[src/rtl/draw_board_tiles.sv]
// -----------------------------------------------------------------------------
// draw_board_tiles
//   Three-stage VGA overlay that paints the Minesweeper cell grid on top of the
//   background stream. Cell position is tracked with offset/index counters, so
//   no divider or multiplier sits on hcount/vcount. Each cell's code is fetched
//   from the board-state RAM through a synchronous read port.
//
//   Pipeline:
//     stage 1 : counters, cell_addr and a copy of the input stream registered
//     stage 2 : RAM returns cell_data for the registered address
//     stage 3 : colour select, all output fields registered
//
// Ports:
//   clk          pixel clock
//   rst          asynchronous, active-high reset
//   i_vcount ..  upstream timing (vcount, vsync, vblnk, hcount, hsync, hblnk)
//   i_rgb        upstream colour, 12-bit 4:4:4
//   o_vcount ..  downstream timing, same fields, 3 clocks later
//   o_rgb        downstream colour
//   i_board_en   1 = draw the board, 0 = pass rgb through
//   o_cell_addr  board RAM read address {row[3:0], col[3:0]}
//   i_cell_data  cell code, valid one clock after o_cell_addr is registered
// -----------------------------------------------------------------------------
module draw_board_tiles #(
   parameter int BOARD_X   = 256,
   parameter int BOARD_Y   = 128,
   parameter int CELL_SIZE = 32,
   parameter int COLS      = 16,
   parameter int ROWS      = 16
) (
   input  logic        clk,
   input  logic        rst,
   input  logic [10:0] i_vcount,
   input  logic        i_vsync,
   input  logic        i_vblnk,
   input  logic [10:0] i_hcount,
   input  logic        i_hsync,
   input  logic        i_hblnk,
   input  logic [11:0] i_rgb,
   output logic [10:0] o_vcount,
   output logic        o_vsync,
   output logic        o_vblnk,
   output logic [10:0] o_hcount,
   output logic        o_hsync,
   output logic        o_hblnk,
   output logic [11:0] o_rgb,
   input  logic        i_board_en,
   output logic [7:0]  o_cell_addr,
   input  logic [3:0]  i_cell_data
);

   localparam int OW = $clog2(CELL_SIZE);
   typedef logic [OW-1:0] off_t;

   localparam logic [10:0] X_LO = 11'(BOARD_X);
   localparam logic [10:0] X_HI = 11'(BOARD_X + COLS * CELL_SIZE);
   localparam logic [10:0] Y_LO = 11'(BOARD_Y);
   localparam logic [10:0] Y_HI = 11'(BOARD_Y + ROWS * CELL_SIZE);

   // CELL_SIZE is a power of two, so the last offset is all ones.
   localparam off_t OFF_MAX = '1;
   localparam off_t SQ8_LO  = off_t'(CELL_SIZE / 2 - 4);
   localparam off_t SQ8_HI  = off_t'(CELL_SIZE / 2 + 4);
   localparam off_t SQ12_LO = off_t'(CELL_SIZE / 2 - 6);
   localparam off_t SQ12_HI = off_t'(CELL_SIZE / 2 + 6);

   typedef struct packed {
      logic [10:0] vcount;
      logic        vsync;
      logic        vblnk;
      logic [10:0] hcount;
      logic        hsync;
      logic        hblnk;
      logic [11:0] rgb;
   } vga_t;

   // ---------------------------------------------------------------- helpers
   function automatic logic in_square(input off_t xo, input off_t yo,
                                      input off_t lo, input off_t hi);
      in_square = (xo >= lo) && (xo < hi) && (yo >= lo) && (yo < hi);
   endfunction

   function automatic logic [11:0] digit_colour(input logic [3:0] code);
      case (code)
         4'd1:    digit_colour = 12'h00F;
         4'd2:    digit_colour = 12'h080;
         4'd3:    digit_colour = 12'hF00;
         4'd4:    digit_colour = 12'h008;
         4'd5:    digit_colour = 12'h800;
         4'd6:    digit_colour = 12'h088;
         4'd7:    digit_colour = 12'h000;
         default: digit_colour = 12'h888;
      endcase
   endfunction

   function automatic logic [11:0] tile_colour(input logic [3:0] code,
                                               input off_t xo, input off_t yo);
      logic        sq8;
      logic        sq12;
      logic [11:0] hidden;
      sq8    = in_square(xo, yo, SQ8_LO, SQ8_HI);
      sq12   = in_square(xo, yo, SQ12_LO, SQ12_HI);
      // Raised-tile highlight on the two pixels after the grid line.
      hidden = (xo == off_t'(1) || xo == off_t'(2) ||
                yo == off_t'(1) || yo == off_t'(2)) ? 12'hFFF : 12'hAAA;
      // Only the top/left line is drawn per cell; the right/bottom border is the
      // neighbour's line, or the background past the last column/row.
      if (xo == '0 || yo == '0) begin
         tile_colour = 12'h444;
      end else begin
         case (code)
            4'd0:                                   tile_colour = 12'hCCC;
            4'd1, 4'd2, 4'd3, 4'd4,
            4'd5, 4'd6, 4'd7, 4'd8:                 tile_colour = sq8  ? digit_colour(code) : 12'hCCC;
            4'd10:                                  tile_colour = sq8  ? 12'hF00 : hidden;
            4'd11:                                  tile_colour = sq12 ? 12'h000 : 12'hCCC;
            4'd12:                                  tile_colour = sq12 ? 12'h000 : 12'hF00;
            default:                                tile_colour = hidden;  // 9, 13..15
         endcase
      end
   endfunction

   // --------------------------------------------------------------- stage 1
   vga_t w_in;
   assign w_in = {i_vcount, i_vsync, i_vblnk, i_hcount, i_hsync, i_hblnk, i_rgb};

   logic w_in_width;    // strictly past the first board column, inside the width
   logic w_in_height;   // strictly past the first board line, inside the height
   logic w_inside;
   assign w_in_width  = (i_hcount > X_LO) && (i_hcount < X_HI);
   assign w_in_height = (i_vcount > Y_LO) && (i_vcount < Y_HI);
   assign w_inside    = (i_hcount >= X_LO) && (i_hcount < X_HI) &&
                        (i_vcount >= Y_LO) && (i_vcount < Y_HI) &&
                        !i_hblnk && !i_vblnk;

   off_t       r_x_off, r_y_off, w_x_off, w_y_off;
   logic [3:0] r_col, r_row, w_col, w_row;

   // NOTE: every combinational output gets a default first so no path leaves it
   // unassigned; a missing default here would infer a latch.
   always_comb begin
      w_x_off = r_x_off;
      w_col   = r_col;
      w_y_off = r_y_off;
      w_row   = r_row;
      if (i_hcount == X_LO) begin
         w_x_off = '0;
         w_col   = '0;
      end else if (w_in_width) begin
         if (r_x_off == OFF_MAX) begin
            w_x_off = '0;
            w_col   = r_col + 4'd1;
         end else begin
            w_x_off = r_x_off + off_t'(1);
         end
      end
      // Vertical tracking steps once per line, on the hcount==0 pixel.
      if (i_hcount == 11'd0) begin
         if (i_vcount == Y_LO) begin
            w_y_off = '0;
            w_row   = '0;
         end else if (w_in_height) begin
            if (r_y_off == OFF_MAX) begin
               w_y_off = '0;
               w_row   = r_row + 4'd1;
            end else begin
               w_y_off = r_y_off + off_t'(1);
            end
         end
      end
   end

   // ----------------------------------------------------- pipeline registers
   vga_t       r_s1, r_s2, r_out;
   logic       r_s1_inside, r_s1_en, r_s2_inside, r_s2_en;
   off_t       r_s2_x_off, r_s2_y_off;
   logic [7:0] r_cell_addr;
   logic [11:0] w_rgb;

   always_comb begin
      w_rgb = r_s2.rgb;
      if (r_s2_inside && r_s2_en) begin
         w_rgb = tile_colour(i_cell_data, r_s2_x_off, r_s2_y_off);
      end
   end

   // NOTE: non-blocking assignments so every stage samples the previous stage's
   // value from before this edge; blocking here would collapse the pipeline.
   always_ff @(posedge clk or posedge rst) begin
      if (rst) begin
         r_s1        <= '0;
         r_s1_inside <= 1'b0;
         r_s1_en     <= 1'b0;
         r_x_off     <= '0;
         r_y_off     <= '0;
         r_col       <= '0;
         r_row       <= '0;
         r_cell_addr <= '0;
         r_s2        <= '0;
         r_s2_inside <= 1'b0;
         r_s2_en     <= 1'b0;
         r_s2_x_off  <= '0;
         r_s2_y_off  <= '0;
         r_out       <= '0;
      end else begin
         // stage 1
         r_s1        <= w_in;
         r_s1_inside <= w_inside;
         r_s1_en     <= i_board_en;
         r_x_off     <= w_x_off;
         r_y_off     <= w_y_off;
         r_col       <= w_col;
         r_row       <= w_row;
         r_cell_addr <= {w_row, w_col};
         // stage 2: the RAM is reading r_cell_addr in parallel
         r_s2        <= r_s1;
         r_s2_inside <= r_s1_inside;
         r_s2_en     <= r_s1_en;
         r_s2_x_off  <= r_x_off;
         r_s2_y_off  <= r_y_off;
         // stage 3
         r_out       <= r_s2;
         r_out.rgb   <= w_rgb;
      end
   end

   assign o_vcount    = r_out.vcount;
   assign o_vsync     = r_out.vsync;
   assign o_vblnk     = r_out.vblnk;
   assign o_hcount    = r_out.hcount;
   assign o_hsync     = r_out.hsync;
   assign o_hblnk     = r_out.hblnk;
   assign o_rgb       = r_out.rgb;
   assign o_cell_addr = r_cell_addr;

endmodule

[config.mk]
export PLATFORM = sky130hd
export DESIGN_NAME = draw_board_tiles
export DESIGN_NICKNAME = d
export VERILOG_FILES = /design/src/rtl/draw_board_tiles.sv
export SDC_FILE = /design/constraint.sdc
export NUM_CORES = 1
export LEC_CHECK = 0
export ABC_AREA = 1
export CAP_MARGIN = 0
export CORE_MARGIN = 3
export CORE_UTILIZATION = 40
export DETAILED_ROUTE_END_ITERATION = 8
export PLACE_DENSITY = 0.69
export SLEW_MARGIN = 20
export SYNTH_ARGS = -nofsm -noshare
export SYNTH_HDL_FRONTEND = slang
export SYNTH_SLANG_ARGS = --single-unit
[constraint.sdc]
create_clock -name clk -period 5.5 [get_ports clk]
set_input_delay 1.1 -clock clk [delete_from_list [all_inputs] [get_ports clk]]
set_output_delay 1.1 -clock clk [all_outputs]
set_load 0.005 [all_outputs]
==> results of run 1 <==
==> power groups by stage <==
stage	Sequential, uW	Combinational [uW]	Clock, uW
floorplan	1210	129	0
finish	1200	234	1070
detailed placement	1220	235	0
CTS	1200	237	1100
global placement	1220	225	0
global route	1210	264	1150
==> cell type report <==
class                           count  share of cell area [%]
Clock buffer                       18                    6.44
Clock inverter                     14                    1.99
Inverter                           50                    2.89
Multi-Input combinational cell    234                    17.1
Sequential cell                   146                    54.8
Tap cell                          168                    3.15
Timing Repair Buffer               91                    13.6
==> metal layers <==
layer	global-route usage [%]	vias up	share of wire [%]
met1	18.1	1561	43
met3	5.43	15	5.3
met2	22.5	102	50
met5	0	-	0
li1	-	1578	-
met4	5.71	0	1.4
==> logic make-up (layout without fill, tap and decap cells) <==
logic type / count (synthesis) / in the layout
compound gates: 32 / 32
flops: 146 / 146
simple gates: 192 / 192
fa+ha+maj: 6 / 6
buf+inv: 52 / 173
mux: 1 / 1
xor+xnor: 3 / 3
==> how the worst max path moves through the flow <==
| stage | cells after the start | slack (ps) | startpoint | end |
|---|---|---|---|---|
| finish | 8 | 2970 | i_hcount[8] | o_cell_addr[3]$_DFFE_PP0P_ |
| global route | 8 | 2800 | i_hcount[8] | o_cell_addr[1]$_DFFE_PP0P_ |
| CTS | 8 | 3010 | i_hcount[8] | o_cell_addr[3]$_DFFE_PP0P_ |
| detailed placement | 8 | 2620 | i_hcount[8] | o_cell_addr[0]$_DFFE_PP0P_ |
| global placement | 8 | 2700 | i_hcount[8] | o_cell_addr[0]$_DFFE_PP0P_ |
| floorplan | 1 | 480 | rst | o_cell_addr[0]$_DFFE_PP0P_ |
==> flip-flops by register name (all words and copies together) (netlist names) <==
register     cells
r_s1_inside      1
o_hblnk          1
o_vsync          1
o_rgb           12
r_s2_en          1
r_s2_x_off       5
r_s2_inside      1
o_vcount        11
r_x_off          5
r_y_off          5
r_s2            38
o_cell_addr      8
o_hsync          1
r_s1            38
r_s2_y_off       5
o_hcount        11
r_s1_en          1
o_vblnk          1
==> cell usage after synthesis (2+ instances only) <==
| master | n |
|---|---|
| dfrtp_1 | 146 |
| ha_1 | 6 |
| nand4_1 | 7 |
| a21oi_1 | 11 |
| o21ai_1 | 3 |
| nor2_2 | 4 |
| xor2_1 | 3 |
| nand3_1 | 24 |
| inv_2 | 2 |
| inv_1 | 47 |
| nor2_1 | 34 |
| nor3_1 | 5 |
| or2_2 | 3 |
| o21ai_0 | 13 |
| nand2_1 | 109 |
==> through the flow <==
stage	total power [uW]	worst slack, ps
after floorplan	1340	477
after global placement	1440	2700
after detailed placement	1450	2620
after CTS	2540	3010
after global routing	2630	2800
final	2510	2970
==> critical path, cell delays in order <==
cell and delay (ps):
clkdlybuf4s50_1 460, inv_1 130, nand2_1 60, o21ai_1 540, nand2_1 190, nor2_1 240, nand2_1 70, o21ai_0 70
==> results_dict.tcl, run 1 <==
set metrics [dict create \
    status "completed" \
    avgSynthCellArea_um2 11.6 \
    cellPowerDensity_mw_per_mm2 376 \
    grt_max_degree 117 \
    synth_compound_gate_area_share_pct 3.69 \
    yosys-top-cells-area "dfrtp_1 (73%), nand2_1 (8.2%), inv_1 (3.5%), nor2_1 (2.6%), nand3_1 (2.4%)" \
    crit_path_end_kind "register" \
    syn-instance-count 432 \
    finalHoldViolCount 0 \
    syn_nets 483 \
    seq_power_share_pct 47.8 \
    antenna_left 0 \
    drv_cap 0 \
    p_comb_share_pct 9.3 \
    synth_cell_types 30 \
    path_max_fanout 11 \
    reg2reg_from "r_y_off[1]$_DFFE_PP0P_" \
    synth_edf_count 0 \
    cts_root_buf "clkbuf_16" \
    p_switching_uw 645 \
    fin_cells 721 \
    n_fill_cell 1044 \
    n_antenna_cell 0 \
    rsz0062_at_grt "no" \
    final_cell_area_mm2 0.00667 \
    via_per_inst 4.52 \
    setup_viol 0 \
    ys_ff_latch 146 \
    synthFlopType "dfrtp_1" \
    swShare_pct 25.7 \
    multi_input_area_mm2 0.00114 \
    yosys.area_share.adder_pct 1.50 \
    fin_crit_ps 2530 \
    finClkSkew_ps 9.52 \
    synthArstFlopShare_pct 100 \
    p_clk_share_pct 42.8 \
    post-dp-hpwl_um 6490 \
    timing.setup.tns_ps 0 \
    rr_endpoint "o_cell_addr[4]$_DFFE_PP0P_" \
    yosys.area_share.xor_xnor_pct 0.526 \
    fin_hold_ws_ps 346 \
    hp-start "r_s2[26]$_DFF_PP0_" \
    drt_iter0_markers 224 \
    post-route-drc-count 0 \
    initial_utilization_pct 41.2 \
    wl_um 9230 \
    numCtsBuffers 17 \
    gp_congestion 0.903 \
    ys_seq_area_share_pct 73.2 \
    ff_latch_area_mm2 0.00365 \
    grt_pass1_wl_um 15500 \
    clock_tree.buffer_depth 2 \
    reg2reg_setup_slack_ps 3880 \
    cts.htree.levels 4 \
    io_pins 91 \
    maxSlewHeadroom_pct 36.0 \
    cts.sinks 146 \
    synth_top_family_by_area "simple AND/OR/NAND/NOR gates" \
    die_h_um 118 \
    leakagePower_uw 0.00317 \
    hold_path_end "o_vsync$_DFF_PP0_" \
    portBuffers 90 \
    finalCritPeriodShare_pct 46.1 \
    overflow 0 \
    yosys_warnings 0 \
    hold_depth 0 \
    finish.utilization_pct 55.0 \
    firstDrtPassIters 5 \
    drive_above_1_share_pct 8.86 \
    hold_path_class "register to register" \
    worstSetupStartpointType "input port" \
    die_area_mm2 0.0139 \
    synthMuxAreaShare_pct 0.201 \
    synthSimpleGateAreaFrac_pct 16.9 \
    die_width_um 118 \
    synthDominantCellAreaShare_pct 73.2 \
    internal_power_uw 1860 \
    antenna_found_initial 0 \
    core.rowCount 40 \
    num_vias 3256 \
    tightest_slew_ps 960 \
    holdBufCountCts 0 \
    cts_tree "yes" \
    dpl_cell_area_mm2 0.00610 \
    avgRoutedWirePerCell_um 12.8 \
    nets 591 \
    syn_area_mm2 0.00499 \
    crit_required_ps 5830 \
    synth_top_area_cell "dfrtp_1" \
    reg2reg_depth 9 \
    worstSetupPathType "input port to register" \
    grt.total_usage_pct 14.4 \
    slew_viol_final 0 \
    core_mm2 0.0121 \
    final_common_cell "dfrtp_1" \
    post_cts_buffers 0 \
    ir_worst_vdd_mv 0.217 \
    worstPathArrival_ps 2860 \
    dp_cells 689 \
    final_cell_mix "dfrtp_1 (146), nand2_1 (109), clkdlybuf4s50_1 (90)" \
    path_clk_slew_ps 60 \
    cts.repair.resized 0 \
    timing.fmax_mhz 395 \
    area_growth_syn_to_layout_pct 33.5 \
    grt_pass1_vias 3228 \
    clk_latency_ps 410 \
]
(Power assumes the default switching activity.)
==> inputs of run 2 (changes only) <==
--- a/config.mk
+++ b/config.mk
@@ -10,7 +10,7 @@
 export CORE_MARGIN = 3
 export CORE_UTILIZATION = 40
 export DETAILED_ROUTE_END_ITERATION = 8
-export PLACE_DENSITY = 0.69
+export PLACE_DENSITY = 0.71
 export SLEW_MARGIN = 20
 export SYNTH_ARGS = -nofsm -noshare
 export SYNTH_HDL_FRONTEND = slang
==> constraint.sdc (replaced) <==
create_clock -name clk -period 2.05 [get_ports clk]
set_input_delay 0.41 -clock clk [delete_from_list [all_inputs] [get_ports clk]]
set_output_delay 0.41 -clock clk [all_outputs]
set_load 0.005 [all_outputs]
==> run 2 against run 1 <==
Net effect: combinational power grew to 2.7 times the previous value; first-iteration DRC count rose by 15%; register-to-register slack worse by 3500 ps; wire length is 2.8% lower; flip-flop and latch count unchanged; sequential power increased to 2.7 times the previous value; design area is 1.6% higher; via count fell by 0.64%; setup slack got worse by 2700 ps; total power rose to 2.8 times the previous value; critical path depth decreased by 7; critical endpoint is now o_cell_addr[4].
==> results_dict.tcl, run 2 (same netlist as run 1, synthesis figures left out) <==
set metrics [dict create \
    die_width_um 118 \
    cts.repair.resized 0 \
    timing.fmax_mhz 565 \
    path_clk_slew_ps 60 \
    dr.max_layer_used "met4" \
    initial_utilization_pct 41.2 \
    worstPathArrival_ps 1360 \
    wl_met1_um 3950 \
    seq_power_share_pct 46.5 \
    crit_required_ps 1640 \
    drive_above_1_share_pct 10.0 \
    cts_tree "yes" \
    clock_tree.buffer_depth 2 \
    area_growth_syn_to_layout_pct 35.6 \
    cts.sinks 146 \
    core_mm2 0.0121 \
    overflow 0 \
    grt_pass1_vias 3257 \
    grt_max_degree 103 \
    post-dp-hpwl_um 6420 \
    io_pins 91 \
    clk_latency_ps 410 \
    p_clk_share_pct 44.4 \
    core.rowCount 40 \
    p_switching_uw 1690 \
    via_per_inst 4.44 \
    setup_viol 0 \
    place_ws_ps 23.9 \
    antenna_left 0 \
    cts.htree.levels 4 \
    finClkSkew_ps 5.04 \
    maxSlewHeadroom_pct 64.7 \
    postLayoutSetupSlackWorst_ps 281 \
    drv_cap 0 \
    crit_chain "clkdlybuf4s50_1" \
    grt.total_usage_pct 13.8 \
    finalCritPeriodShare_pct 86.3 \
    finalHoldViolCount 0 \
    met2_length_um 4400 \
    p_comb_share_pct 9.0 \
    cts_root_buf "clkbuf_16" \
    fin_crit_ps 1770 \
    swShare_pct 24.4 \
    crit_path_end_kind "primary output" \
    gp_congestion 0.865 \
    slowest_stage "clkdlybuf4s50_1" \
    nets 598 \
    die_area_mm2 0.0139 \
    final_cell_mix "dfrtp_1 (146), nand2_1 (109), clkdlybuf4s50_1 (90)" \
    post-route-drc-count 0 \
    avgRoutedWirePerCell_um 12.3 \
    dp_cells 696 \
    leakagePower_uw 0.00322 \
    drt_iter0_markers 257 \
    dr_wl_met3_um 489 \
    wl_um 8970 \
    final_common_cell "dfrtp_1" \
    post_cts_buffers 0 \
    hold_path_class "register to register" \
    n_antenna_cell 0 \
    antenna_found_initial 0 \
    path_buf_inv 1 \
    path_max_fanout 5 \
    holdBufCountCts 0 \
    tightest_slew_ps 530 \
    fin_cells 728 \
    firstDrtPassIters 4 \
    internal_power_uw 5230 \
    num_vias 3235 \
    n_fill_cell 1039 \
    ir_worst_vdd_mv 0.508 \
    cellPowerDensity_mw_per_mm2 1020 \
    rsz0062_at_grt "no" \
    status "completed" \
    portBuffers 90 \
    worstSetupStartpointType "register" \
    grt_pass1_wl_um 15100 \
    numCtsBuffers 17 \
    slew_viol_final 0 \
    crit_family "buffers and inverters" \
    worstSetupPathType "register to primary output" \
    critical_path.max_stage_delay_ps 530 \
    finish.utilization_pct 55.9 \
    die_h_um 118 \
]
## run 2: cell types whose count changed in the layout (fill, tap and decap cells not counted)
cell | before | now
bufinv_16 | 0 | 2
clkinv_8 | 0 | 1
clkinv_4 | 2 | 3
inv_6 | 6 | 4
buf_4 | 1 | 7
buf_12 | 0 | 1
clkinv_2 | 0 | 1
inv_8 | 5 | 2
## run 2: worst paths after layout
kind | start | endpoint | slack (ps) | cells past startpoint
setup / recovery | o_cell_addr[4]$_DFFE_PP0P_ | o_cell_addr[4] | 280 | 1
hold / removal | r_s2[34]$_DFF_PP0_ | o_vcount[7]$_DFF_PP0_ | 350 | 0
setup reg to reg | r_y_off[1]$_DFFE_PP0P_ | o_cell_addr[6]$_DFFE_PP0P_ | 380 | 9
hold reg to reg | r_s2[34]$_DFF_PP0_ | o_vcount[7]$_DFF_PP0_ | 350 | 0
max in group asynchronous | rst | r_s2[30]$_DFF_PP0_ | 1140 | 3
min in group asynchronous | rst | r_s1[9]$_DFF_PP0_ | 510 | 3
## run 2: metrics by stage
step | cell area [um2] | hold WS (ps) | power [uW] | setup TNS [ps]
6_report | 6770 | 345 | 6920 | 0
5_1_grt | 6770 | 353 | 7240 | 0
4_1_cts | 6770 | 349 | 7010 | 0
3_5_place_dp | 6170 | 335 | 3900 | 0
3_3_place_gp | 6170 | 332 | 3870 | 0
2_1_floorplan | 4990 | 331 | 3590 | -28180
## run 2: routing by layer
layer | global-route usage [%] | vias up
met1 | 17.6 | 1538
met2 | 22.0 | 95
met5 | 0 | -
met4 | 5.57 | 0
met3 | 4.61 | 13
li1 | - | 1589
## run 2: layout make-up
class	count	area [um2]	share of cell area, %
Sequential cell	146	3650	54.0
Multi-Input combinational cell	234	1140	16.8
Timing Repair Buffer	98	973	14.4
Clock buffer	18	429	6.34
Tap cell	168	210	3.11
Inverter	50	191	2.83
Clock inverter	14	173	2.55
## run 2: power by group through the flow
| stage | sequential [uW] | clock, uW | combinational (uW) |
|---|---|---|---|
| 3_5_place_dp | 3270 | 0 | 634 |
| 2_1_floorplan | 3240 | 0 | 346 |
| 6_report | 3220 | 3070 | 626 |
| 5_1_grt | 3240 | 3290 | 710 |
| 3_3_place_gp | 3260 | 0 | 613 |
| 4_1_cts | 3220 | 3150 | 636 |
==> inputs of run 3 (changes only) <==
--- a/config.mk
+++ b/config.mk
@@ -7,9 +7,10 @@
 export LEC_CHECK = 0
 export ABC_AREA = 1
 export CAP_MARGIN = 0
-export CORE_MARGIN = 3
+export CORE_MARGIN = 2
 export CORE_UTILIZATION = 40
 export DETAILED_ROUTE_END_ITERATION = 8
+export GPL_TIMING_DRIVEN = 0
 export PLACE_DENSITY = 0.71
 export SLEW_MARGIN = 20
 export SYNTH_ARGS = -nofsm -noshare
==> run 3 against run 2 <==
Net effect: die area is 3.4% lower; maximum frequency shrank 1.6%; sequential share of layout area rose by 0.17 points; wire length up 2.4%; clock skew is 7.6 ps higher; total power decreased by 2.9%; critical path type unchanged; largest cell class unchanged; highest routed layer unchanged.
==> results_dict.tcl, run 3 (same netlist as run 1, synthesis figures left out) <==
set metrics [dict create \
    hold_path_class "register to register" \
    numCtsBuffers 17 \
    p_comb_share_pct 9.5 \
    post_cts_buffers 0 \
    fin_total_pwr_uw 6710 \
    final_cell_mix "dfrtp_1 (146), nand2_1 (109), clkdlybuf4s50_1 (90)" \
    crit_required_ps 1640 \
    post-route-drc-count 0 \
    path_clk_slew_ps 60 \
    swShare_pct 25.3 \
    avgRoutedWirePerCell_um 12.7 \
    firstDrtPassIters 5 \
    worstSetupStartpointType "register" \
    ir_worst_vdd_mv 0.539 \
    path_max_fanout 5 \
    worstPathArrival_ps 1390 \
    slew_viol_final 0 \
    clock_tree.buffer_depth 2 \
    internal_power_uw 5020 \
    drv_cap 0 \
    n_antenna_cell 0 \
    core_mm2 0.0121 \
    antenna_left 0 \
    core.rowCount 40 \
    p_clk_share_pct 42.6 \
    cts.sinks 146 \
    p_switching_uw 1700 \
    cts_root_buf "clkbuf_16" \
    area_growth_syn_to_layout_pct 35.2 \
    wl_um 9190 \
    die_h_um 116 \
    grt_pass1_wl_um 15700 \
    grt.total_usage_pct 15.7 \
    die_area_mm2 0.0134 \
    cts.htree.levels 4 \
    slowest_stage "clkdlybuf4s50_1" \
    cellPowerDensity_mw_per_mm2 995 \
    fin_cells 725 \
    rsz0062_at_grt "no" \
    tightest_slew_ps 525 \
    crit_family "buffers and inverters" \
    grt_max_degree 38 \
    finalCritPeriodShare_pct 87.7 \
    post-dp-hpwl_um 6630 \
    fin_crit_ps 1800 \
    io_pins 91 \
    maxSlewHeadroom_pct 64.9 \
    cts.repair.resized 0 \
    crit_path_end_kind "primary output" \
    leakagePower_uw 0.00320 \
    critical_path.max_stage_delay_ps 540 \
    status "completed" \
    nets 596 \
    portBuffers 90 \
    finalHoldViolCount 0 \
    die_width_um 116 \
    finish.utilization_pct 55.7 \
    dp_cells 694 \
    finClkSkew_ps 12.6 \
    timing.fmax_mhz 556 \
    setup_viol 0 \
    timing.setup.tns_ps 0 \
    initial_utilization_pct 41.2 \
    fin_hold_ws_ps 338 \
    holdBufCountCts 0 \
    via_per_inst 4.51 \
    drive_above_1_share_pct 9.52 \
    gp_congestion 0.928 \
    crit_chain "clkdlybuf4s50_1" \
    antenna_found_initial 0 \
    grt_pass1_vias 3346 \
    num_vias 3269 \
    final_common_cell "dfrtp_1" \
    clk_latency_ps 420 \
    overflow 0 \
    path_buf_inv 1 \
    cts_tree "yes" \
    seq_power_share_pct 47.9 \
    drt_iter0_markers 246 \
    worstSetupPathType "register to primary output" \
]
==> run 3: path summary, 6_finish.rpt <==
path	startpoint	endpoint	slack, ps	cells after the start
setup / recovery	o_cell_addr[4]$_DFFE_PP0P_	o_cell_addr[4]	250	1
hold / removal	r_s1[3]$_DFF_PP0_	r_s2[3]$_DFF_PP0_	340	0
setup reg to reg	r_y_off[1]$_DFFE_PP0P_	o_cell_addr[4]$_DFFE_PP0P_	430	9
hold reg to reg	r_s1[3]$_DFF_PP0_	r_s2[3]$_DFF_PP0_	340	0
max in group asynchronous	rst	r_x_off[3]$_DFFE_PP0P_	870	4
min in group asynchronous	rst	r_s1[19]$_DFF_PP0_	390	2
==> run 3: cell type report <==
type	instances	area, um2
Buffer	2	11.3
Inverter	50	191
Clock inverter	13	115
Sequential cell	146	3650
Fill cell	1017	5360
Timing Repair Buffer	94	988
Tap cell	168	210
Multi-Input combinational cell	234	1140
Clock buffer	18	439
==> run 3: through the flow <==
stage,worst slack [ps],instance area [um2]
floorplan,-193,4990
global placement,-1230,6110
detailed placement,-88.5,6190
CTS,228,6750
global route,187,6750
finish,253,6750
==> run 3: metal layers <==
metal | up-vias | track usage (%) | part of all wire (%)
met5 | - | 0 | 0
met4 | 0 | 8.41 | 1.8
met3 | 17 | 5.86 | 5.4
met2 | 99 | 25.5 | 51
met1 | 1566 | 18.2 | 42
li1 | 1587 | - | -
==> run 3: power groups by stage <==
stage	Combinational (uW)	Clock, uW	Sequential [uW]
floorplan	346	0	3240
global placement	597	0	3260
detailed placement	646	0	3270
CTS	648	2930	3220
global route	726	3100	3240
finish	641	2860	3210
